--- config.mk ---
export PLATFORM = sky130hd
export DESIGN_NAME = mdio_status_poller
export DESIGN_NICKNAME = d
export VERILOG_FILES = /design/src/rtl/mdio_status_poller.sv
export SDC_FILE = /design/constraint.sdc
export NUM_CORES = 1
export LEC_CHECK = 0
export ABC_AREA = 1
export CAP_MARGIN = 20
export CORE_MARGIN = 1.5
export CORE_UTILIZATION = 52
export CTS_CLUSTER_DIAMETER = 150
export DETAILED_ROUTE_END_ITERATION = 6
export HOLD_SLACK_MARGIN = 0.1
export PLACE_DENSITY = 0.72
export SLEW_MARGIN = 15
export SYNTH_ARGS = -nofsm -noshare
export SYNTH_HDL_FRONTEND = slang
export SYNTH_SLANG_ARGS = --single-unit
--- constraint.sdc ---
create_clock -name clk -period 3.7 [get_ports clk]
set_input_delay 0.555 -clock clk [delete_from_list [all_inputs] [get_ports clk]]
set_output_delay 0.555 -clock clk [all_outputs]
set_load 0.03 [all_outputs]
--- src/rtl/mdio_status_poller.sv ---
// Clause 22 MDIO poller: periodically reads BMSR, PHYID1 and PHYID2 and publishes them atomically.
// Optional MDIO_BMSR_DOUBLE_READ_EN reads BMSR twice per sequence so its latched-low bits are current.
module mdio_status_poller #(
  parameter int unsigned CLK_DIV    = 25,
  parameter logic [4:0]  PHY_ADDR   = 5'd1,
  parameter int unsigned POLL_TICKS = 25000000
) (
  input  logic        clk,
  input  logic        rst,
  input  logic        start,
  output logic        mdc,
  output logic        mdio_o,
  output logic        mdio_oe,
  input  logic        mdio_i,
  output logic [15:0] bmsr,
  output logic [15:0] phyid_1,
  output logic [15:0] phyid_2,
  output logic        upd,
  output logic        err,
  output logic        busy
);

  localparam int unsigned HW        = (CLK_DIV > 2) ? $clog2(CLK_DIV) : 1;
  localparam int unsigned PW        = $clog2(POLL_TICKS + 1);
  localparam int unsigned PRE_BITS  = 32;
  localparam int unsigned HDR_BITS  = 14;
  localparam int unsigned TA_BITS   = 2;
  localparam int unsigned DATA_BITS = 16;
`ifdef MDIO_BMSR_DOUBLE_READ_EN
  localparam int unsigned NFRAMES   = 4;
`else
  localparam int unsigned NFRAMES   = 3;
`endif

  typedef enum logic [2:0] {
    S_IDLE,
    S_PRE,
    S_HDR,
    S_TA,
    S_DATA,
    S_NEXT
  } state_t;

  state_t          state, state_nxt;
  logic [HW-1:0]   hcnt, hcnt_nxt;
  logic [4:0]      bcnt, bcnt_nxt;
  logic [1:0]      fidx, fidx_nxt;
  logic [PW-1:0]   poll_cnt, poll_cnt_nxt;
  logic [13:0]     hdr_sr, hdr_sr_nxt;
  logic [15:0]     data_sr, data_sr_nxt;
  logic            nores, nores_nxt;
  logic [15:0]     hold1, hold1_nxt;
  logic [15:0]     hold2, hold2_nxt;
  logic [15:0]     hold3, hold3_nxt;
  logic            mdio_s1, mdio_s2;

  logic            mdc_nxt, mdio_o_nxt, mdio_oe_nxt;
  logic [15:0]     bmsr_nxt, phyid_1_nxt, phyid_2_nxt;
  logic            upd_nxt, err_nxt, busy_nxt;

  logic [1:0]      regad;
  logic            half_end, bit_end, last_frame, poll_due;
  logic [13:0]     hdr_word;
  logic [15:0]     frame_val;
  logic [15:0]     hold1_w, hold2_w, hold3_w;

  // Register address of the current frame
  always_comb begin
`ifdef MDIO_BMSR_DOUBLE_READ_EN
    regad = (fidx == 2'd0) ? 2'd1 : fidx;
`else
    regad = fidx + 2'd1;
`endif
  end

  assign half_end   = (hcnt == HW'(CLK_DIV - 1));
  assign bit_end    = half_end && mdc;
  assign last_frame = (fidx == 2'(NFRAMES - 1));
  assign poll_due   = (poll_cnt == PW'(POLL_TICKS - 1));
  assign hdr_word   = {2'b01, 2'b10, PHY_ADDR, 3'b000, regad};
  assign frame_val  = nores ? 16'hFFFF : data_sr;
  assign hold1_w    = (regad == 2'd1) ? frame_val : hold1;
  assign hold2_w    = (regad == 2'd2) ? frame_val : hold2;
  assign hold3_w    = (regad == 2'd3) ? frame_val : hold3;

  // State and datapath registers
  always_ff @(posedge clk) begin
    if (!rst) begin
      state    <= S_IDLE;
      hcnt     <= '0;
      bcnt     <= '0;
      fidx     <= '0;
      poll_cnt <= '0;
      hdr_sr   <= '0;
      data_sr  <= '0;
      nores    <= 1'b0;
      hold1    <= '0;
      hold2    <= '0;
      hold3    <= '0;
      mdio_s1  <= 1'b1;
      mdio_s2  <= 1'b1;
      mdc      <= 1'b0;
      mdio_o   <= 1'b1;
      mdio_oe  <= 1'b0;
      bmsr     <= '0;
      phyid_1  <= '0;
      phyid_2  <= '0;
      upd      <= 1'b0;
      err      <= 1'b0;
      busy     <= 1'b0;
    end else begin
      state    <= state_nxt;
      hcnt     <= hcnt_nxt;
      bcnt     <= bcnt_nxt;
      fidx     <= fidx_nxt;
      poll_cnt <= poll_cnt_nxt;
      hdr_sr   <= hdr_sr_nxt;
      data_sr  <= data_sr_nxt;
      nores    <= nores_nxt;
      hold1    <= hold1_nxt;
      hold2    <= hold2_nxt;
      hold3    <= hold3_nxt;
      mdio_s1  <= mdio_i;
      mdio_s2  <= mdio_s1;
      mdc      <= mdc_nxt;
      mdio_o   <= mdio_o_nxt;
      mdio_oe  <= mdio_oe_nxt;
      bmsr     <= bmsr_nxt;
      phyid_1  <= phyid_1_nxt;
      phyid_2  <= phyid_2_nxt;
      upd      <= upd_nxt;
      err      <= err_nxt;
      busy     <= busy_nxt;
    end
  end

  // Next-state, MDC generation and frame sequencing
  always_comb begin
    state_nxt    = state;
    hcnt_nxt     = hcnt;
    bcnt_nxt     = bcnt;
    fidx_nxt     = fidx;
    poll_cnt_nxt = poll_cnt;
    hdr_sr_nxt   = hdr_sr;
    data_sr_nxt  = data_sr;
    nores_nxt    = nores;
    hold1_nxt    = hold1;
    hold2_nxt    = hold2;
    hold3_nxt    = hold3;
    mdc_nxt      = mdc;
    mdio_o_nxt   = mdio_o;
    mdio_oe_nxt  = mdio_oe;
    bmsr_nxt     = bmsr;
    phyid_1_nxt  = phyid_1;
    phyid_2_nxt  = phyid_2;
    upd_nxt      = 1'b0;
    err_nxt      = err;
    busy_nxt     = busy;

    // MDC half-period counter runs only while a frame is on the wire
    if (state == S_PRE || state == S_HDR || state == S_TA || state == S_DATA) begin
      if (half_end) begin
        hcnt_nxt = '0;
        mdc_nxt  = ~mdc;
      end else begin
        hcnt_nxt = hcnt + HW'(1);
      end
    end

    case (state)
      S_IDLE: begin
        hcnt_nxt = '0;
        mdc_nxt  = 1'b0;
        if (start || poll_due) begin
          state_nxt    = S_PRE;
          poll_cnt_nxt = '0;
          fidx_nxt     = '0;
          bcnt_nxt     = '0;
          err_nxt      = 1'b0;
          busy_nxt     = 1'b1;
          mdio_o_nxt   = 1'b1;
          mdio_oe_nxt  = 1'b1;
        end else begin
          poll_cnt_nxt = poll_cnt + PW'(1);
        end
      end

      S_PRE: begin
        if (bit_end) begin
          if (bcnt == 5'(PRE_BITS - 1)) begin
            state_nxt  = S_HDR;
            bcnt_nxt   = '0;
            mdio_o_nxt = hdr_word[13];
            hdr_sr_nxt = {hdr_word[12:0], 1'b0};
          end else begin
            bcnt_nxt = bcnt + 5'd1;
          end
        end
      end

      S_HDR: begin
        if (bit_end) begin
          if (bcnt == 5'(HDR_BITS - 1)) begin
            state_nxt   = S_TA;
            bcnt_nxt    = '0;
            mdio_o_nxt  = 1'b1;
            mdio_oe_nxt = 1'b0;
          end else begin
            bcnt_nxt   = bcnt + 5'd1;
            mdio_o_nxt = hdr_sr[13];
            hdr_sr_nxt = {hdr_sr[12:0], 1'b0};
          end
        end
      end

      S_TA: begin
        if (bit_end) begin
          if (bcnt == 5'(TA_BITS - 1)) begin
            // A PHY that answers pulls the second turnaround bit low
            state_nxt = S_DATA;
            bcnt_nxt  = '0;
            nores_nxt = mdio_s2;
            if (mdio_s2) begin
              err_nxt = 1'b1;
            end
          end else begin
            bcnt_nxt = bcnt + 5'd1;
          end
        end
      end

      S_DATA: begin
        if (bit_end) begin
          data_sr_nxt = {data_sr[14:0], mdio_s2};
          if (bcnt == 5'(DATA_BITS - 1)) begin
            state_nxt = S_NEXT;
            bcnt_nxt  = '0;
          end else begin
            bcnt_nxt = bcnt + 5'd1;
          end
        end
      end

      S_NEXT: begin
        hold1_nxt = hold1_w;
        hold2_nxt = hold2_w;
        hold3_nxt = hold3_w;
        if (last_frame) begin
          state_nxt    = S_IDLE;
          bmsr_nxt     = hold1_w;
          phyid_1_nxt  = hold2_w;
          phyid_2_nxt  = hold3_w;
          upd_nxt      = 1'b1;
          busy_nxt     = 1'b0;
          poll_cnt_nxt = '0;
        end else begin
          state_nxt   = S_PRE;
          fidx_nxt    = fidx + 2'd1;
          bcnt_nxt    = '0;
          mdio_o_nxt  = 1'b1;
          mdio_oe_nxt = 1'b1;
        end
      end

      default: begin
        state_nxt = S_IDLE;
      end
    endcase
  end

endmodule
==> metrics.md <==
| Metric | Value |
|---|---|
| Number of global-route vias before repair | 6180 |
| Max Fanout on Critical Path | 22 |
| Clk_lat worst skew | 440 ps |
| WL/cell | between 10 and 15 µm |
| Area growth, synth to finish | 14.6% |
| Share of cells above drive strength 1 | under 10% |
| # diodes | 0 |
| Combinational Power Share | between 20 and 30% |
| Post-DP HPWL | between 10000 and 15000 µm |
| DIE WIDTH | 125 µm |
| Place WS | around 1400 ps |
| Reg power frac | 40.2% |
| Netlist cell types | 44 |
| CTS tree | built |
| PwrDens | ~620 nW/µm² |
| Peak supply drop | 0.000492 V |
| Relative slew slack | 32.6% |
| Number of enable flip-flop cells after synthesis | 0 |
| Nets | 1103 |
| Unrepaired setup endpoints after global routing | no |
| Post-Synth Simple-Gate Area | 26.8% |
| Fin. Hold Viols | 0 |
| Syn Area/Cell | 7.32 µm² |
| Post-Syn Nets | 1080 |
| Multi-input logic area | 3760 µm² |
| Die Ht | 125 µm |
| DRT Pass-1 Iters | 5 |
| Fill cells | 1325 |
| F_max | 458 MHz |
| Initial Util | a little over half |
| Gr usage total | a little under a quarter |
| Synthesized cell area | about 7800 µm² |
| Setup ws final | 1510 ps |
| Async S/R FF share, synth | 0% |
| Status | complete, no violations |
| Synth Flop Type | dfxtp_1 |
| Largest family of logic cells by synthesized area | simple AND/OR/NAND/NOR gates |
| Worst Setup SP | fidx[0] |
| Data required time at the worst endpoint | about 4100 ps |
| Top post-synthesis cells by area | dfxtp_1 45%, nor2_1 10%, o21ai_0 9.6% |
| Crit end category | flop |
| Yosys reg bits | approximately 170 |
| Largest net degree at the start of global routing | 120 |
| I/O pins | 58 |
| CP startpoint kind | flop |
| Met2 Use GR | 36.6% |
| Sequential share of the synthesized area | 44.8% |
| Post-synth top area share | 44.8% |
| Worst R2R Path Depth | 7 |
| Hold crit path type | flop to flop |
| Post-Syn Instances | 1064 |
| Register area | 3480 µm² |
| Post-route clock period utilization | 59.1% |
| TritonCTS buffer count | 17 |
| CTS resizes | 0 |
| RePlAce Congestion | 0.859 |
| Fin crit period | 2190 ps |
| Post-synth top area cell | dfxtp_1 |
| DR iter-0 viols | 694 |
| R2r setup slk | 1510 ps |
| H-Tree Depth | 4 |
| Post-DR vias/cell | between 5 and 6 |
| RR Endpoint | phyid_2[2] |
| CTS Buffer Depth | 2 |
| Mux cell area share after synthesis | 0% |
| Post-route clock skew | 18.8 ps |
| Die area | 15700 µm² |
| Global routing's busiest layer | met2 |
| Antenna violations before repair | 0 |
| End-of-flow core utilization | 61.1% |
| Met1 usage | between 30% and 40% |
| Global route total overflow | 0 |
| Slew Limit Fails | 0 |
| Worst Path Class, Setup | flop to flop |
| Worst reg2reg startpoint | fidx[0] |
| First-pass GRT wire length | 30000 µm |
| Placed insts | 1251 |
| Post-synthesis xor/xnor area fraction | less than 1% |
| Setup violators final | 0 |
| Switching share of power | 37.6% |
| Cts hold-fix bufs | 0 |
| Post-CTS setup repair buffer count | 0 |
| Yosys warns | 0 |
| Setup TNS | 0 ps |
| Final antenna-violating net count | 0 |
| Via Count | 6889 |
| P_int | 0.00348 W |
| Total Wirelength | 17900 µm |
| Adder-cell area share of the yosys netlist | under 10% |
| Pleak | 3.60 nW |
| Core area | roughly 15000 µm² |
| Non-Filler Instances | 1284 |
| Root buffer cell | clkbuf_16 |
| Tightest Pin Transition | 1010 ps |
| Compound-cell area share of the yosys netlist | between 10% and 20% |
| Worst setup path endpoint | phyid_2[2] |
| Clock transition at path regs | 70 ps |
| Worst endpoint data arrival time | 2550 ps |
| Clk sink count | 174 |
| DR DRC count | 0 |
| Met3 Usage GRT | 4.07% |
| Buffers added on ports | 57 |
| # Max-Cap Violations | 0 |
| Clock Power Share | 30.2% |
| Std-Cell Rows | 44 |
| Switching power | 0.00210 W |
| Most numerous cell in the Yosys netlist | nor2_1 |
| Commonest cells in the netlist | 211 x nor2_1, 174 x dfxtp_1, 156 x nand2_1 |
critical path: stages, from the launching register on:
cell and delay, ps:
dfxtp_1 320, inv_1 160, ha_1 240, nand4_4 270
inv_1 600, buf_8 240, o21ai_0 80, a21oi_1 180
worst min-delay path by stage:
stage / start / end / slack (ps) / depth (start not counted)
final: mdio_s1 / mdio_s2 / 420 / 1
after global routing: mdio_s1 / mdio_s2 / 430 / 1
after CTS: mdio_s1 / mdio_s2 / 420 / 1
after detailed placement: mdio_s1 / mdio_s2 / 400 / 1
after global placement: mdio_s1 / mdio_s2 / 410 / 1
after floorplan: mdio_s1 / mdio_s2 / 390 / 1
kinds of logic (layout without fill, tap and decap cells):
group	count (synthesis)	in the layout
buffers and inverters	133	169
AO/OA/AOI/OAI	275	275
XOR/XNOR	2	2
adder cells (fa/ha/maj)	12	12
AND/OR/NAND/NOR	468	468
flip-flops	174	174
placed cells by master (no fill, tap or decap), types with 7 or more instances in the layout:
master	Yosys	layout
a211oi_1	26	26
a21oi_1	82	82
nand4_1	7	7
nand3_1	40	40
dfxtp_1	174	174
clkdlybuf4s50_1	0	56
clkbuf_16	0	17
nand2_1	156	156
o21ai_0	149	149
nor3_1	14	14
inv_1	67	67
nor2_1	211	211
inv_2	8	8
ha_1	12	12
layer usage:
metal,up-vias,share of wire (%)
met1,3149,50
met5,-,0
met2,162,46
met3,21,3.6
li1,3557,-
met4,0,1.3
layout make-up:
type | instances | share of cell area, %
sequential | 174 | 39.1
inverter | 76 | 3.23
tap | 184 | 2.58
timing repair buffer | 61 | 6.79
clock buffer | 19 | 4.97
clock inverter | 13 | 1.19
multi-input combinational | 757 | 42.2
flip-flops by register name, summed over array words and instances (netlist names), 13 cells and up:
register,flops
bmsr,16
data_sr,16
hdr_sr,13
hold1,16
hold2,16
hold3,16
phyid_1,16
phyid_2,16
poll_cnt,25
power by group through the flow:
| stage | clock [W] | sequential (W) | combinational [W] |
|---|---|---|---|
| after floorplan | 0 | 0.00229 | 0.00129 |
| after global routing | 0.00178 | 0.00226 | 0.00188 |
| final | 0.00168 | 0.00224 | 0.00165 |
| after global placement | 0 | 0.00227 | 0.00162 |
| after CTS | 0.00171 | 0.00224 | 0.00165 |
| after detailed placement | 0 | 0.00227 | 0.00164 |
metrics by stage:
stage / total power, W / area, µm² / hold slack (ps)
after global routing: 0.00592 / 8920 / 428
final: 0.00557 / 8920 / 416
after detailed placement: 0.00392 / 8360 / 405
after global placement: 0.00389 / 8360 / 407
after CTS: 0.00560 / 8900 / 422
after floorplan: 0.00358 / 7780 / 393
Note: power is estimated with default switching activity, not from simulation.
